[config.mk]
export PLATFORM = sky130hd
export DESIGN_NAME = color_palette
export DESIGN_NICKNAME = d
export VERILOG_FILES = /design/src/rtl/palette_pkg.sv /design/src/rtl/anim_prescaler.sv /design/src/rtl/color_palette.sv
export SDC_FILE = /design/constraint.sdc
export NUM_CORES = 1
export LEC_CHECK = 0
export ABC_AREA = 1
export BUFFER_PORTS_ARGS = -buffer_cell sky130_fd_sc_hd__buf_2
export CAP_MARGIN = 30
export CORE_MARGIN = 5
export CORE_UTILIZATION = 50
export CTS_CLUSTER_SIZE = 12
export DETAILED_ROUTE_END_ITERATION = 6
export GPL_TIMING_DRIVEN = 0
export PLACE_DENSITY = 0.66
export REMOVE_ABC_BUFFERS = 1
export SYNTH_ARGS = -nofsm -noshare
export SYNTH_HDL_FRONTEND = slang
export SYNTH_SLANG_ARGS = --single-unit
[constraint.sdc]
create_clock -name clk -period 11.5 [get_ports clk]
set_input_delay 0.575 -clock clk [delete_from_list [all_inputs] [get_ports clk]]
set_output_delay 0.575 -clock clk [all_outputs]
set_load 0.005 [all_outputs]
[src/rtl/palette_pkg.sv]
// Shared types, animation mode codes and the power-on palette used by color_palette.
package palette_pkg;

    typedef logic [11:0] rgb444_t;

    typedef struct packed {
        rgb444_t body;
        rgb444_t head;
    } pal_entry_t;

    localparam logic [1:0] MODE_STATIC = 2'b00;
    localparam logic [1:0] MODE_BLINK  = 2'b01;
    localparam logic [1:0] MODE_CYCLE  = 2'b10;

    // Reset contents; deeper palettes repeat this table every 8 entries.
    localparam pal_entry_t DEFAULT_PAL [8] = '{
        '{body: 12'h00F, head: 12'h448},
        '{body: 12'h0FF, head: 12'h06F},
        '{body: 12'hFF0, head: 12'hF80},
        '{body: 12'h4F0, head: 12'h080},
        '{body: 12'hC8F, head: 12'hF0F},
        '{body: 12'h088, head: 12'h048},
        '{body: 12'h808, head: 12'h408},
        '{body: 12'h88F, head: 12'h008}
    };

endpackage

[src/rtl/anim_prescaler.sv]
// Animation timebase: free-running prescaler giving a one-cycle tick and a blink phase
// that flips on every tick.
module anim_prescaler #(
    parameter int TICK_DIV = 25_000_000
) (
    input  logic clk,
    input  logic rst,
    output logic tick,
    output logic phase
);

    localparam int CW = (TICK_DIV > 2) ? $clog2(TICK_DIV) : 1;

    logic [CW-1:0] cnt;

    assign tick = (cnt == CW'(TICK_DIV - 1));

    always_ff @(posedge clk or posedge rst) begin
        if (rst) begin
            cnt   <= '0;
            phase <= 1'b0;
        end else if (tick) begin
            cnt   <= '0;
            phase <= ~phase;
        end else begin
            cnt   <= cnt + CW'(1);
        end
    end

endmodule

[src/rtl/color_palette.sv]
// Runtime-writable body/head colour palette with NUM_CH registered lookup channels,
// each able to run static, blink (head masked) or cycle (walk through entries) modes.
module color_palette
    import palette_pkg::*;
#(
    parameter int NUM_CH    = 2,
    parameter int NUM_ENTRY = 8,
    parameter int COLOR_W   = 12,
    parameter int TICK_DIV  = 25_000_000,
    localparam int AW       = $clog2(NUM_ENTRY)
) (
    input  logic                      clk,
    input  logic                      rst,
    input  logic                      wr_en,
    input  logic [AW-1:0]             wr_addr,
    input  logic [COLOR_W-1:0]        wr_body,
    input  logic [COLOR_W-1:0]        wr_head,
    input  logic [NUM_CH*AW-1:0]      ch_addr,
    input  logic [NUM_CH*2-1:0]       ch_mode,
    output logic [NUM_CH*COLOR_W-1:0] body_color,
    output logic [NUM_CH*COLOR_W-1:0] head_color,
    output logic                      tick
);

    logic                phase;
    logic [COLOR_W-1:0]  mem_body [NUM_ENTRY];
    logic [COLOR_W-1:0]  mem_head [NUM_ENTRY];

    anim_prescaler #(.TICK_DIV(TICK_DIV)) u_prescaler (
        .clk   (clk),
        .rst   (rst),
        .tick  (tick),
        .phase (phase)
    );

    always_ff @(posedge clk or posedge rst) begin
        if (rst) begin
            for (int i = 0; i < NUM_ENTRY; i++) begin
                mem_body[i] <= COLOR_W'(DEFAULT_PAL[i[2:0]].body);
                mem_head[i] <= COLOR_W'(DEFAULT_PAL[i[2:0]].head);
            end
        end else if (wr_en) begin
            mem_body[wr_addr] <= wr_body;
            mem_head[wr_addr] <= wr_head;
        end
    end

    for (genvar c = 0; c < NUM_CH; c++) begin : g_ch
        logic [AW-1:0]      base;
        logic [AW-1:0]      off;
        logic [AW-1:0]      idx;
        logic [1:0]         mode;
        logic               hit;
        logic [COLOR_W-1:0] rd_body;
        logic [COLOR_W-1:0] rd_head;
        logic [COLOR_W-1:0] body_q;
        logic [COLOR_W-1:0] head_q;

        assign base    = ch_addr[c*AW +: AW];
        assign mode    = ch_mode[c*2 +: 2];
        assign idx     = base + off;
        // Write-first: a same-cycle write to the entry being read is forwarded.
        assign hit     = wr_en && (wr_addr == idx);
        assign rd_body = hit ? wr_body : mem_body[idx];
        assign rd_head = hit ? wr_head : mem_head[idx];

        // Leaving cycle mode parks the offset so re-entry restarts at the base index.
        always_ff @(posedge clk or posedge rst) begin
            if (rst) begin
                off <= '0;
            end else if (mode == MODE_CYCLE) begin
                if (tick) off <= off + AW'(1);
            end else begin
                off <= '0;
            end
        end

        always_ff @(posedge clk or posedge rst) begin
            if (rst) begin
                body_q <= '0;
                head_q <= '0;
            end else begin
                body_q <= rd_body;
                head_q <= (mode == MODE_BLINK && phase) ? '0 : rd_head;
            end
        end

        assign body_color[c*COLOR_W +: COLOR_W] = body_q;
        assign head_color[c*COLOR_W +: COLOR_W] = head_q;
    end

endmodule

==> results of run 1 <==
## power breakdown
group | internal [mW] | switching (mW) | total (mW)
registers | 1.16 | 0.0963 | 1.26
clock network | 0.581 | 0.375 | 0.956
logic | 0.232 | 0.403 | 0.636
total | 1.97 | 0.874 | 2.85
## cells in the mapped netlist, drive strengths merged
cell type and instances:
a21oi 38, a31oi 1, buf 91, clkbuf 33, clkinv 12, dfrtp 202
dfstp 70, fa 2, ha 5, inv 145, nand2 836, nand3 178
nand3b 1, nand4 9, nor2 119, nor3 6, o211ai 24, o21ai 279
xnor2 4, xor2 11
## worst max-delay path: stages, from the launching register on
cell	delay (ps)
dfrtp_1	440
ha_4	150
inv_1	40
fa_4	1410
inv_2	660
nand2_1	210
nand3_1	130
nor2_4	440
nand3_4	610
nand2_1	250
inv_1	60
nor2_1	180
## layer usage
layer	global-route usage [%]	up-vias
li1	-	6586
met1	34.77	6206
met2	39.41	541
met3	4.728	83
met4	7.025	4
met5	0	-
## timing repair
action	CTS	global route
hold endpoints to repair	33	0
resized for setup	0	0
hold buffers	1	0
## registers in the layout, summed over array words and instances, names as in the netlist
register / cells
u_prescaler.phase: 1
mem_head: 96
u_prescaler.cnt: 25
g_ch.body_q: 24
mem_body: 96
g_ch.off: 6
g_ch.head_q: 24
## cell families (layout without fill, tap and decap cells)
kind of cell | count (synthesis) | in the layout | synth area share, %
compound gates | 342 | 342 | 11.99
xor+xnor | 15 | 15 | 0.8882
fa+ha+maj | 7 | 7 | 0.6937
buf+inv | 281 | 314 | 8.180
flops | 272 | 272 | 46.61
other cells | 0 | 1 | 0
simple gates | 1149 | 1149 | 31.64
## per-stage QoR
step	power, mW	worst slack (ps)	hold slack (ps)
floorplan	1.687	3545	432.9
global placement	1.882	438.7	444.4
detailed placement	1.902	6684	453.2
CTS	2.869	6904	223.3
global route	3.030	6619	231.3
finish	2.848	6790	237.6
## worst paths after layout
kind / to / slack (ps) / depth (start not counted)
worst min-delay path: mem_body[11] / 240 / 3
max in group asynchronous: mem_body[95] / 9610 / 5
worst max-delay path: g_ch[0].head_q[4] / 6790 / 11
worst min register to register: u_prescaler.cnt[0] / 460 / 1
worst max register to register: g_ch[0].head_q[4] / 6790 / 11
min in group asynchronous: u_prescaler.cnt[2] / 530 / 3
## layout make-up
cell class | instances | area, µm² | share of cell area [%]
antenna | 1 | 2.502 | 0.01515
clock buffer | 50 | 917.1 | 5.554
clock inverter | 4 | 70.07 | 0.4243
inverter | 157 | 599.3 | 3.630
multi-input combinational | 1513 | 6753 | 40.90
sequential | 272 | 6894 | 41.75
tap | 390 | 488.0 | 2.955
timing repair buffer | 103 | 788.3 | 4.774
==> results.sh, run 1 <==
export IMPL_antenna_left=0
export IMPL_path_class="register to register"
export IMPL_critPathLaunchType="register"
export IMPL_clkTransAtPathRegs_ps=60
export IMPL_fin_setup_tns_ps=0
export IMPL_synth_top_cell_area_share_pct=34.18
export IMPL_viasPerCell=5.390
export IMPL_wl_met3_um=3912
export IMPL_r2r_start="g_ch[0].off[0]"
export IMPL_top_layer="met5"
export IMPL_tritoncts="yes"
export IMPL_placed_cell_area_um2=15510
export IMPL_clockRootBuffer="clkbuf_16"
export IMPL_min_period_over_period_pct=40.95
export IMPL_post_synth_inst_count=2066
export IMPL_yosysWarnings=0
export IMPL_worstPathMaxFanout=62
export IMPL_dr_first_iter_drc_count=1413
export IMPL_wl_met1_um=17750
export IMPL_gp_congestion=0.8170
export IMPL_numCtsBuffers=30
export IMPL_min_path_type="primary input to register"
export IMPL_ios=89
export IMPL_power_density_nw_per_um2=172.5
export IMPL_die_x_um=182.0
export IMPL_nFillCells=2785
export IMPL_htree_levels=1
export IMPL_timing_final_hold_violations=0
export IMPL_ys_types=32
export IMPL_synth_area_leaders="dfrtp_1 34%, nand2_1 21%, dfstp_2 12%"
export IMPL_final_nets=2124
export IMPL_grt_max_degree=127
export IMPL_stdcell_count=2490
export IMPL_min_from="wr_body[11]"
export IMPL_drive_gt1_share_pct=12.77
export IMPL_min_period_ps=4710
export IMPL_wl_per_cell_um=16.45
export IMPL_worstSkewPairLatency_ps=560
export IMPL_antenna_found_initial=3
export IMPL_cp_startpoint="g_ch[0].off[0]"
export IMPL_gr_total_overflow=0
export IMPL_worstMarginPinSlew_ps=975.5
export IMPL_yosysSeqAreaShare_pct=46.61
export IMPL_ir_drop_uv=132.5
export IMPL_finalMaxSlewViolations=0
export IMPL_required_ps=11950
export IMPL_rsz0062_at_grt="false"
export IMPL_synth_area_leader_cell="dfrtp_1"
export IMPL_max_freq_mhz=212.3
export IMPL_drt_total_wl_um=40970
export IMPL_start_util_pct=50.30
export IMPL_syn_to_final_growth_pct=11.64
export IMPL_core_area_um2=29400
export IMPL_setup_violations=0
export IMPL_rows=63
export IMPL_arrival_ps=5160
export IMPL_mostFrequentLayoutCell="nand2_1"
export IMPL_dr_total_vias=13420
export IMPL_cts_setup_buffers=0
export IMPL_drtPass1Iterations=6
export IMPL_cts_sinks=272
export IMPL_place_inst=2434
export IMPL_fin_area_um2=16510
export IMPL_port_buffers=88
export IMPL_netlist_area_um2=14790
export IMPL_fp_dieH_um=182.0
export IMPL_max_cap_violations=0
export IMPL_die_area_um2=33120
export IMPL_drc_errors=0
export IMPL_p_leak_nw=8.262
export IMPL_dpl_hpwl_um=23520
export IMPL_final_core_util_pct=56.16
export IMPL_grt_pass1_wl_um=67120
export IMPL_avgSynthCellArea_um2=7.159
export IMPL_final_setup_skew_ps=22.89
export IMPL_met2_length_um=18310
export IMPL_relSlewSlack_pct=34.74
export IMPL_grt_pass1_vias=12950
export IMPL_endpoint_kind="register"
export IMPL_clk_path_buf_depth=3
export IMPL_final_cell_mix="816 x nand2_1, 258 x o21ai_0, 202 x dfrtp_1"
export IMPL_grt_total_usage_pct=24.75
export IMPL_synth_seq_cells=272
export IMPL_outcome="completed"
Power figures use the tool's default switching activity.
==> inputs of run 2 (changes only) <==
clock period = 4.8 ns   (was 11.5 ns; I/O delays follow)
==> run 2 against run 1 <==
Compared with the run above:
- count of clock-buffer cells in the layout unchanged
- fmax up 8.8%
- worst setup slack worse by 6300 ps
- critical path type unchanged
- die area unchanged
- via count up 0.25%
- wire length up 0.78%
- sequential share of layout area down 0.38 points
- power up 140%
- largest power group unchanged
- final area up 0.91%
- final cell count up 0.56%
- flip-flop and latch count unchanged
- largest cell class unchanged
- sequential power up 140%
==> results.sh, run 2 (same netlist as run 1, synthesis figures left out) <==
export IMPL_core_area_um2=29400
export IMPL_start_util_pct=50.30
export IMPL_clockRootBuffer="clkbuf_16"
export IMPL_cts_sinks=272
export IMPL_ff2ff_path_depth=11
export IMPL_max_freq_mhz=230.9
export IMPL_rsz0062_at_grt="false"
export IMPL_r2r_start="g_ch[0].off[0]"
export IMPL_holdPathEnd="mem_head[3]"
export IMPL_clkTransAtPathRegs_ps=60
export IMPL_grt_pass1_vias=12990
export IMPL_final_setup_skew_ps=20.04
export IMPL_finalMaxSlewViolations=0
export IMPL_critPathLaunchType="register"
export IMPL_final_cell_mix="816 x nand2_1, 258 x o21ai_0, 202 x dfrtp_1"
export IMPL_cts_resized=0
export IMPL_gr_total_overflow=0
export IMPL_ir_drop_uv=317.3
export IMPL_gp_congestion=0.8170
export IMPL_final_nets=2138
export IMPL_swShare_pct=30.73
export IMPL_stdcell_count=2504
export IMPL_multi_input_area_um2=6753
export IMPL_wl_per_cell_um=16.49
export IMPL_grt_pass1_wl_um=67250
export IMPL_nFillCells=2773
export IMPL_min_period_ps=4330
export IMPL_htree_levels=1
export IMPL_grt_total_usage_pct=24.79
export IMPL_dpl_hpwl_um=23520
export IMPL_p_clk_share_pct=33.5
export IMPL_numCtsBuffers=30
export IMPL_total_power_mw=6.841
export IMPL_dr_total_vias=13450
export IMPL_hold_depth=3
export IMPL_drc_errors=0
export IMPL_timing_final_hold_violations=0
export IMPL_clk_path_buf_depth=3
export IMPL_crit_slowest_cell="fa_4"
export IMPL_setup_violations=0
export IMPL_antenna_left=0
export IMPL_regToRegSetupSlack_ps=470
export IMPL_min_from="wr_head[3]"
export IMPL_internal_power_mw=4.739
export IMPL_p_leak_nw=8.326
export IMPL_drtPass1Iterations=5
export IMPL_viasPerCell=5.373
export IMPL_tritoncts="yes"
export IMPL_die_area_um2=33120
export IMPL_grt_max_degree=127
export IMPL_reg_top3="mem_body x96, mem_head x96, u_prescaler.cnt x25"
export IMPL_drive_gt1_share_pct=12.73
export IMPL_path_class="register to register"
export IMPL_min_period_over_period_pct=90.21
export IMPL_max_stage_delay_ps=1180
export IMPL_fp_dieH_um=182.0
export IMPL_outcome="completed"
export IMPL_antenna_found_initial=3
export IMPL_path_cells="ha_4 > inv_1 > fa_4 > inv_2 > nand2_1 > nand3_1 > nor2_4 > nand3_4 > nand2_1 > inv_1 > nor2_1"
export IMPL_ios=89
export IMPL_required_ps=5250
export IMPL_mostFrequentLayoutCell="nand2_1"
export IMPL_rows=63
export IMPL_endpoint_kind="register"
export IMPL_seq_area_um2=6894
export IMPL_die_x_um=182.0
export IMPL_fin_setup_tns_ps=0
export IMPL_seq_power_share_pct=44.0
export IMPL_dr_first_iter_drc_count=1460
export IMPL_r2r_end="g_ch[0].head_q[2]"
export IMPL_worstSkewPairLatency_ps=560
export IMPL_combPwrFrac_pct=22.5
export IMPL_max_cap_violations=0
export IMPL_total_switching_power_mw=2.102
export IMPL_relSlewSlack_pct=34.79
export IMPL_port_buffers=88
export IMPL_drt_total_wl_um=41290
export IMPL_worstMarginPinSlew_ps=975.8
export IMPL_power_density_nw_per_um2=410.6
export IMPL_place_inst=2434
export IMPL_arrival_ps=4780
export IMPL_syn_to_final_growth_pct=12.66
export IMPL_worstPathMaxFanout=37
export IMPL_min_path_type="primary input to register"
## run 2: repair_timing
| action | in CTS | in global routing |
|---|---|---|
| hold buffers | 14 | 0 |
| buffers inserted | 0 | 1 |
| hold endpoints to repair | 49 | 0 |
| setup endpoints to repair | 0 | 6 |
## run 2: worst max path at each step
| stage | startpoint | endpoint | slack, ps | cells after the start |
|---|---|---|---|---|
| after floorplan | rst | g_ch[0].body_q[0] | -2820 | 1 |
| after global placement | rst | mem_body[63] | -5930 | 2 |
| after detailed placement | g_ch[0].off[0] | g_ch[0].head_q[5] | 230 | 11 |
| after CTS | g_ch[0].off[0] | g_ch[0].head_q[5] | 200 | 11 |
| after global routing | g_ch[0].off[0] | g_ch[0].head_q[8] | 270 | 11 |
| final | g_ch[0].off[0] | g_ch[0].head_q[2] | 470 | 11 |
## run 2: layout make-up
type	instances	share of cell area, %
antenna	1	0.01502
clock buffer	50	5.504
clock inverter	4	0.4205
inverter	157	3.597
multi-input combinational	1513	40.53
sequential	272	41.38
tap	390	2.929
timing repair buffer	117	5.632
## run 2: power groups by stage
| stage | clock, mW | sequential [mW] | combinational [mW] |
|---|---|---|---|
| after floorplan | 0 | 3.01 | 1.03 |
| after global placement | 0 | 3.03 | 1.48 |
| after detailed placement | 0 | 3.04 | 1.52 |
| after CTS | 2.34 | 3.01 | 1.53 |
| after global routing | 2.44 | 3.07 | 1.77 |
| final | 2.29 | 3.01 | 1.54 |
## run 2: through the flow
step / setup slack, ps / instance area (µm²) / hold WS, ps / utilization (%)
after floorplan: -2820 / 14170 / 357.8 / -
after global placement: -5926 / 15100 / 444.4 / 51.35
after detailed placement: 232.2 / 15510 / 231.0 / 52.76
after CTS: 204.0 / 16640 / 13.23 / 56.59
after global routing: 271.0 / 16660 / 42.15 / 56.66
final: 470.0 / 16660 / 15.44 / 56.67
## run 2: worst max-delay path, delay by kind of cell, from the launching register on
family,cells,cell delay (ps)
and+or+nand+nor,6,1810
adders and majority gates,2,1330
buffers and inverters,3,640
DFF,1,430
## run 2: per-layer routing
metal	vias to the layer above	routed length, µm	track usage, %
met1	6245	17980	34.82
met3	97	3845	4.708
met2	498	18340	39.50
met5	-	21	0
li1	6610	-	-
met4	4	1104	7.025
